[src/rtl/dpo_byte_packer.sv]
// dpo_byte_packer
// Packs an 8-bit byte stream from the readout logic into 32-bit little-endian
// words and writes them into the DP output FIFO. A partial word is padded and
// flushed at end of event, or after FLUSH_TIMEOUT idle cycles.
//
// Ports:
//   clk_i        clock
//   rstn_i       asynchronous active-low reset
//   byte_dt_i    input byte
//   byte_vld_i   byte valid
//   byte_last_i  last byte of event (only meaningful with byte_vld_i)
//   byte_rdy_o   packer can accept a byte this cycle
//   fifo_dt_o    word to DP FIFO (holding register)
//   fifo_wr_o    DP FIFO write strobe
//   fifo_full_i  DP FIFO full
//   wrd_cnt_o    words written since reset, modulo 2^16
//   flsh_o       pulse when a padded word enters the holding register
//
// state | meaning
// IDLE  | lane 0, no partial word in the accumulator
// FILL  | 1..3 lanes filled, idle timer running
// TMO   | idle timer expired, waiting to move padded word into holding reg
module dpo_byte_packer #(
    parameter int unsigned FLUSH_TIMEOUT = 16,
    parameter logic [7:0]  PAD_BYTE      = 8'h00
) (
    input  logic        clk_i,
    input  logic        rstn_i,
    input  logic [7:0]  byte_dt_i,
    input  logic        byte_vld_i,
    input  logic        byte_last_i,
    output logic        byte_rdy_o,
    output logic [31:0] fifo_dt_o,
    output logic        fifo_wr_o,
    input  logic        fifo_full_i,
    output logic [15:0] wrd_cnt_o,
    output logic        flsh_o
);

    typedef enum logic [1:0] {
        ST_IDLE = 2'd0,
        ST_FILL = 2'd1,
        ST_TMO  = 2'd2
    } state_t;

    // Down-counter reloaded on every accepted byte; expiry when it reads zero
    // on a cycle without an accepted byte gives FLUSH_TIMEOUT idle cycles.
    localparam logic [7:0] TMO_LOAD = 8'(FLUSH_TIMEOUT - 1);

    state_t      state;
    logic [31:0] acc;
    logic [1:0]  lane;
    logic [31:0] hold;
    logic        hold_vld;
    logic [7:0]  tmo_cnt;
    logic [15:0] wrd_cnt;
    logic        flsh;

    logic        accept;
    logic        word_done;
    logic [31:0] byte_word;
    logic [31:0] tmo_word;

    assign fifo_wr_o  = hold_vld & ~fifo_full_i;
    assign byte_rdy_o = (state != ST_TMO) & (~hold_vld | ~fifo_full_i);
    assign fifo_dt_o  = hold;
    assign wrd_cnt_o  = wrd_cnt;
    assign flsh_o     = flsh;

    assign accept    = byte_vld_i & byte_rdy_o;
    assign word_done = byte_last_i | (lane == 2'd3);

    // byte_word: accumulator with the current byte merged and lanes above it
    // padded (no padding on lane 3). tmo_word: lanes from the current lane up
    // are padded since no byte has arrived for them.
    always_comb begin
        byte_word = acc;
        byte_word[{lane, 3'b000} +: 8] = byte_dt_i;
        tmo_word = acc;
        for (int i = 0; i < 4; i++) begin
            if (i > int'(lane)) begin
                byte_word[i*8 +: 8] = PAD_BYTE;
            end
            if (i >= int'(lane)) begin
                tmo_word[i*8 +: 8] = PAD_BYTE;
            end
        end
    end

    always_ff @(posedge clk_i or negedge rstn_i) begin
        if (!rstn_i) begin
            state    <= ST_IDLE;
            acc      <= '0;
            lane     <= '0;
            hold     <= '0;
            hold_vld <= 1'b0;
            tmo_cnt  <= '0;
            wrd_cnt  <= '0;
            flsh     <= 1'b0;
        end else begin
            flsh <= 1'b0;

            if (fifo_wr_o) begin
                hold_vld <= 1'b0;
                wrd_cnt  <= wrd_cnt + 16'd1;
            end

            if (state == ST_TMO) begin
                // Holding register free or draining this cycle: reload it.
                if (!hold_vld || fifo_wr_o) begin
                    hold     <= tmo_word;
                    hold_vld <= 1'b1;
                    flsh     <= 1'b1;
                    acc      <= '0;
                    lane     <= '0;
                    state    <= ST_IDLE;
                end
            end else if (accept) begin
                if (word_done) begin
                    hold     <= byte_word;
                    hold_vld <= 1'b1;
                    flsh     <= (lane != 2'd3);
                    acc      <= '0;
                    lane     <= '0;
                    state    <= ST_IDLE;
                end else begin
                    acc[{lane, 3'b000} +: 8] <= byte_dt_i;
                    lane    <= lane + 2'd1;
                    tmo_cnt <= TMO_LOAD;
                    state   <= ST_FILL;
                end
            end else if (state == ST_FILL) begin
                if (tmo_cnt == 8'd0) begin
                    state <= ST_TMO;
                end else begin
                    tmo_cnt <= tmo_cnt - 8'd1;
                end
            end
        end
    end

endmodule
[config.mk]
export PLATFORM = sky130hd
export DESIGN_NAME = dpo_byte_packer
export DESIGN_NICKNAME = d
export VERILOG_FILES = /design/src/rtl/dpo_byte_packer.sv
export SDC_FILE = /design/constraint.sdc
export NUM_CORES = 1
export LEC_CHECK = 0
export BUFFER_PORTS_ARGS = -buffer_cell sky130_fd_sc_hd__buf_2
export CORE_UTILIZATION = 40
export CTS_CLUSTER_SIZE = 28
export DETAILED_ROUTE_END_ITERATION = 12
export GPL_TIMING_DRIVEN = 0
export SLEW_MARGIN = 30
export SYNTH_ARGS = -nofsm -noshare
export SYNTH_HDL_FRONTEND = slang
export SYNTH_SLANG_ARGS = --single-unit
[constraint.sdc]
create_clock -name clk_i -period 2.69 [get_ports clk_i]
set_input_delay 0.269 -clock clk_i [delete_from_list [all_inputs] [get_ports clk_i]]
set_output_delay 0.269 -clock clk_i [all_outputs]
set_load 0.03 [all_outputs]
==> out/results.txt <==
Post-route setup TNS = 0 ps
Number of antenna violations at the first check in global routing = 0
Buffers added on ports = 62
Clock latency on the worst-skew pair = 370 ps
Run status = finished clean
Net total in the final layout = 503
Register-to-register path setup slack = 420 ps
Synthesized netlist net count = 428
Vias post-DR = 3481
Final-report max-slew violation count = 0
Synthesized netlist cell count = 404
Detailed-route DRC error count = 0
Number of enable-type register cells in the synthesized netlist = 0
Root buffer cell = clkbuf_8
Fraction of layout instances using a drive strength above 1 = 21.7%
Most frequent cell after synthesis = dfrtp_1
Max-Cap Viols = 0
CTS sink cnt = 94
Commonest register cell after synthesis = dfrtp_1
Highest fanout seen on the critical path = 10
Largest net degree at the start of global routing = 54
Final-layout fill cell count = 1017
RSZ-0062 raised after global routing = false
Clk pin slew, worst setup/hold paths = 90 ps
Commonest cells post-synth = 94 x dfrtp_1, 60 x a21oi_1, 40 x a22o_1, 28 x nand2_1, 25 x a22oi_1
Synth Warn # = 0
Via count of the first global-routing pass = 3269
Area leader, netlist = dfrtp_1
Summed instance area of the synthesized netlist = 4490 sq um
Post-DP HPWL = 7.44 mm
Dpl ws = 428 ps
Total setup violations reported at the end of the flow = 0
Total design power = 0.00367 W
Placer Congestion = 0.786
CTS tree = built
Final period utilization = 84.5%
Highest clock rate = 440 MHz
Area of all sequential standard cells = 2350 sq um
Post-layout worst setup margin = 416 ps
Multi-input gate area = 1970 sq um
Leak Pwr = 2.40 nW
Portion of synthesized cell area occupied by the leading cell type = 52.4%
Average wire length per cell after detail routing = 17.4 microns
Portion of the post-synthesis area used by sequential elements = 52.4%
Starting DRC count in detailed routing = 176
Core Box Area = 10900 sq um
Required time at the worst-slack endpoint = 2980 ps
IR drop worst, VDD = 0.287 mV
Global-route wire length before repair = 17.6 mm
Number of H-tree levels = 3
Path category of the worst min-delay check = input port to flip-flop
Synth-to-layout area growth = 15.8%
Resize count post-CTS = 0
Overall track demand over capacity in global routing = 19.9%
Arrival time of the worst setup path = 2560 ps
Internal power component = 0.00231 W
Switching power = 0.00136 W
Hold Slack = 188 ps
Antenna diode count = 0
Proportion of total power due to net switching = 37.0%
Max_slew headroom = 51.9%
Number of detailed-route iterations in the first pass = 4
Power density relative to cell area = 707 nW/um^2
Min Clock Period, post-route = 2270 ps
Measured slew at the worst slew-check pin = 720 ps
Post-synthesis area per instance = 11.1 sq um
Setup CP Type = flip-flop to flip-flop
GR Overflow Total = 0
Die Area = 11600 sq um
Synth top area cells = dfrtp_1 52%, a22o_1 7.8%, a21oi_1 6.7%, a22oi_1 4.2%, ha_1 3.1%
Overall die width = 108 microns
Portion of total power attributed to the clock network = 24.1%
CTS Buf Count = 9
Netlist cell types = 51
Element type at the critical path start = flip-flop
Number of hold violations in the final report = 0
Routed Wire Length = 10.9 mm
Number of primary I/O pins = 64
Flop and latch count out of synthesis = 94
Worst clock skew = 14.3 ps
Sequential Power Share = 47.3%
Initial standard-cell utilization of the core = 41.2%
Async set-reset flop share out of synthesis = 100%
Share of power burned in combinational logic = 28.6%
Avg Vias per Cell = 5.58
Row Count = 38
Die height = 108 microns
CP endpoint kind = flip-flop
Antenna viol nets, final = 0
Number of buffers on the longest clock path = 2
## layout by cell type (no fill, tap or decap), types with 2 or more instances in the layout
cell | Yosys | routed
nor2_1 | 9 | 9
a22oi_1 | 25 | 25
inv_1 | 9 | 9
mux2i_1 | 5 | 5
buf_2 | 2 | 63
a21oi_1 | 60 | 60
clkbuf_1 | 6 | 9
nand2b_1 | 3 | 3
nand2_1 | 28 | 28
buf_4 | 9 | 9
nor2_2 | 2 | 2
buf_6 | 3 | 4
a22o_1 | 40 | 40
xor2_1 | 5 | 5
ha_1 | 11 | 11
o21ai_1 | 2 | 2
o21ai_0 | 13 | 13
and4b_1 | 2 | 2
a31oi_1 | 2 | 2
clkbuf_8 | 0 | 11
and3_1 | 3 | 3
nor3_1 | 7 | 7
nand4_1 | 6 | 6
o2bb2ai_1 | 8 | 8
dfrtp_1 | 94 | 94
nor2b_1 | 10 | 10
xnor2_1 | 10 | 10
nand3_1 | 6 | 6
## worst paths after layout
kind	startpoint	end	cells after the start
setup / recovery	lane[0]	fifo_dt_o[29]	5
hold / removal	byte_vld_i	hold_vld	3
setup reg to reg	lane[0]	fifo_dt_o[29]	5
hold reg to reg	wrd_cnt_o[15]	wrd_cnt_o[15]	1
max in group asynchronous	rstn_i	acc[1]	3
min in group asynchronous	rstn_i	wrd_cnt_o[12]	2
## kinds of logic (layout without fill, tap and decap cells)
group	after synthesis	after routing	share of synthesized area [%]
flip-flops	94	94	52.4
XOR/XNOR	15	15	2.93
adder cells (fa/ha/maj)	11	11	3.07
AND/OR/NAND/NOR	92	92	11.8
multiplexers	7	7	1.87
buffers and inverters	29	109	3.74
AO/OA/AOI/OAI	156	156	24.2
## sequential cells by signal, indices dropped and copies added, names as in the netlist
name       count
flsh_o         1
hold_vld       1
fifo_dt_o     32
wrd_cnt_o     16
tmo_cnt        8
acc           32
lane           2
state          2
## power groups by stage
| stage | sequential [W] | clock [W] | combinational [W] |
|---|---|---|---|
| floorplan | 0.00200 | 0 | 0.000476 |
| global placement | 0.00176 | 0 | 0.00103 |
| detailed placement | 0.00176 | 0 | 0.00106 |
| CTS | 0.00173 | 0.000905 | 0.00106 |
| global route | 0.00177 | 0.000960 | 0.00115 |
| finish | 0.00173 | 0.000884 | 0.00105 |
## per-stage QoR
stage	std cells	instance area, sq um	util, %
3_5_place_dp	607	5000	46.0
4_1_cts	624	5190	47.7
5_1_grt	624	5190	47.7
6_report	624	5190	47.7
2_1_floorplan	404	4490	-
3_3_place_gp	606	4970	45.7
## layout make-up
class	count	share of cell area (%)
tap	140	3.37
inverter	9	0.650
clock buffer	14	3.13
clock inverter	2	0.313
sequential	94	45.3
buffer	20	2.58
timing repair buffer	64	6.82
multi-input combinational	281	37.8
## worst max-delay path, stage by stage, from the launching register on
cell	delay, ps
dfrtp_1	530
inv_1	180
ha_1	400
nor4b_2	670
a21oi_1	220
o2bb2ai_1	200
## per-layer routing
metal	wire length, microns	up-vias	track usage (%)	share of wire, %
li1	-	1649	-	-
met1	5210	1745	28.3	48
met2	5120	75	30.6	47
met3	423	12	3.27	3.9
met4	131	0	6.65	1.2
met5	0	-	0	0
## what timing repair did
item / in CTS / in global routing
hold endpoints to repair: 41 / 0
hold buffers: 1 / 0
setup buffers: 0 / 0
(Power assumes the default switching activity.)
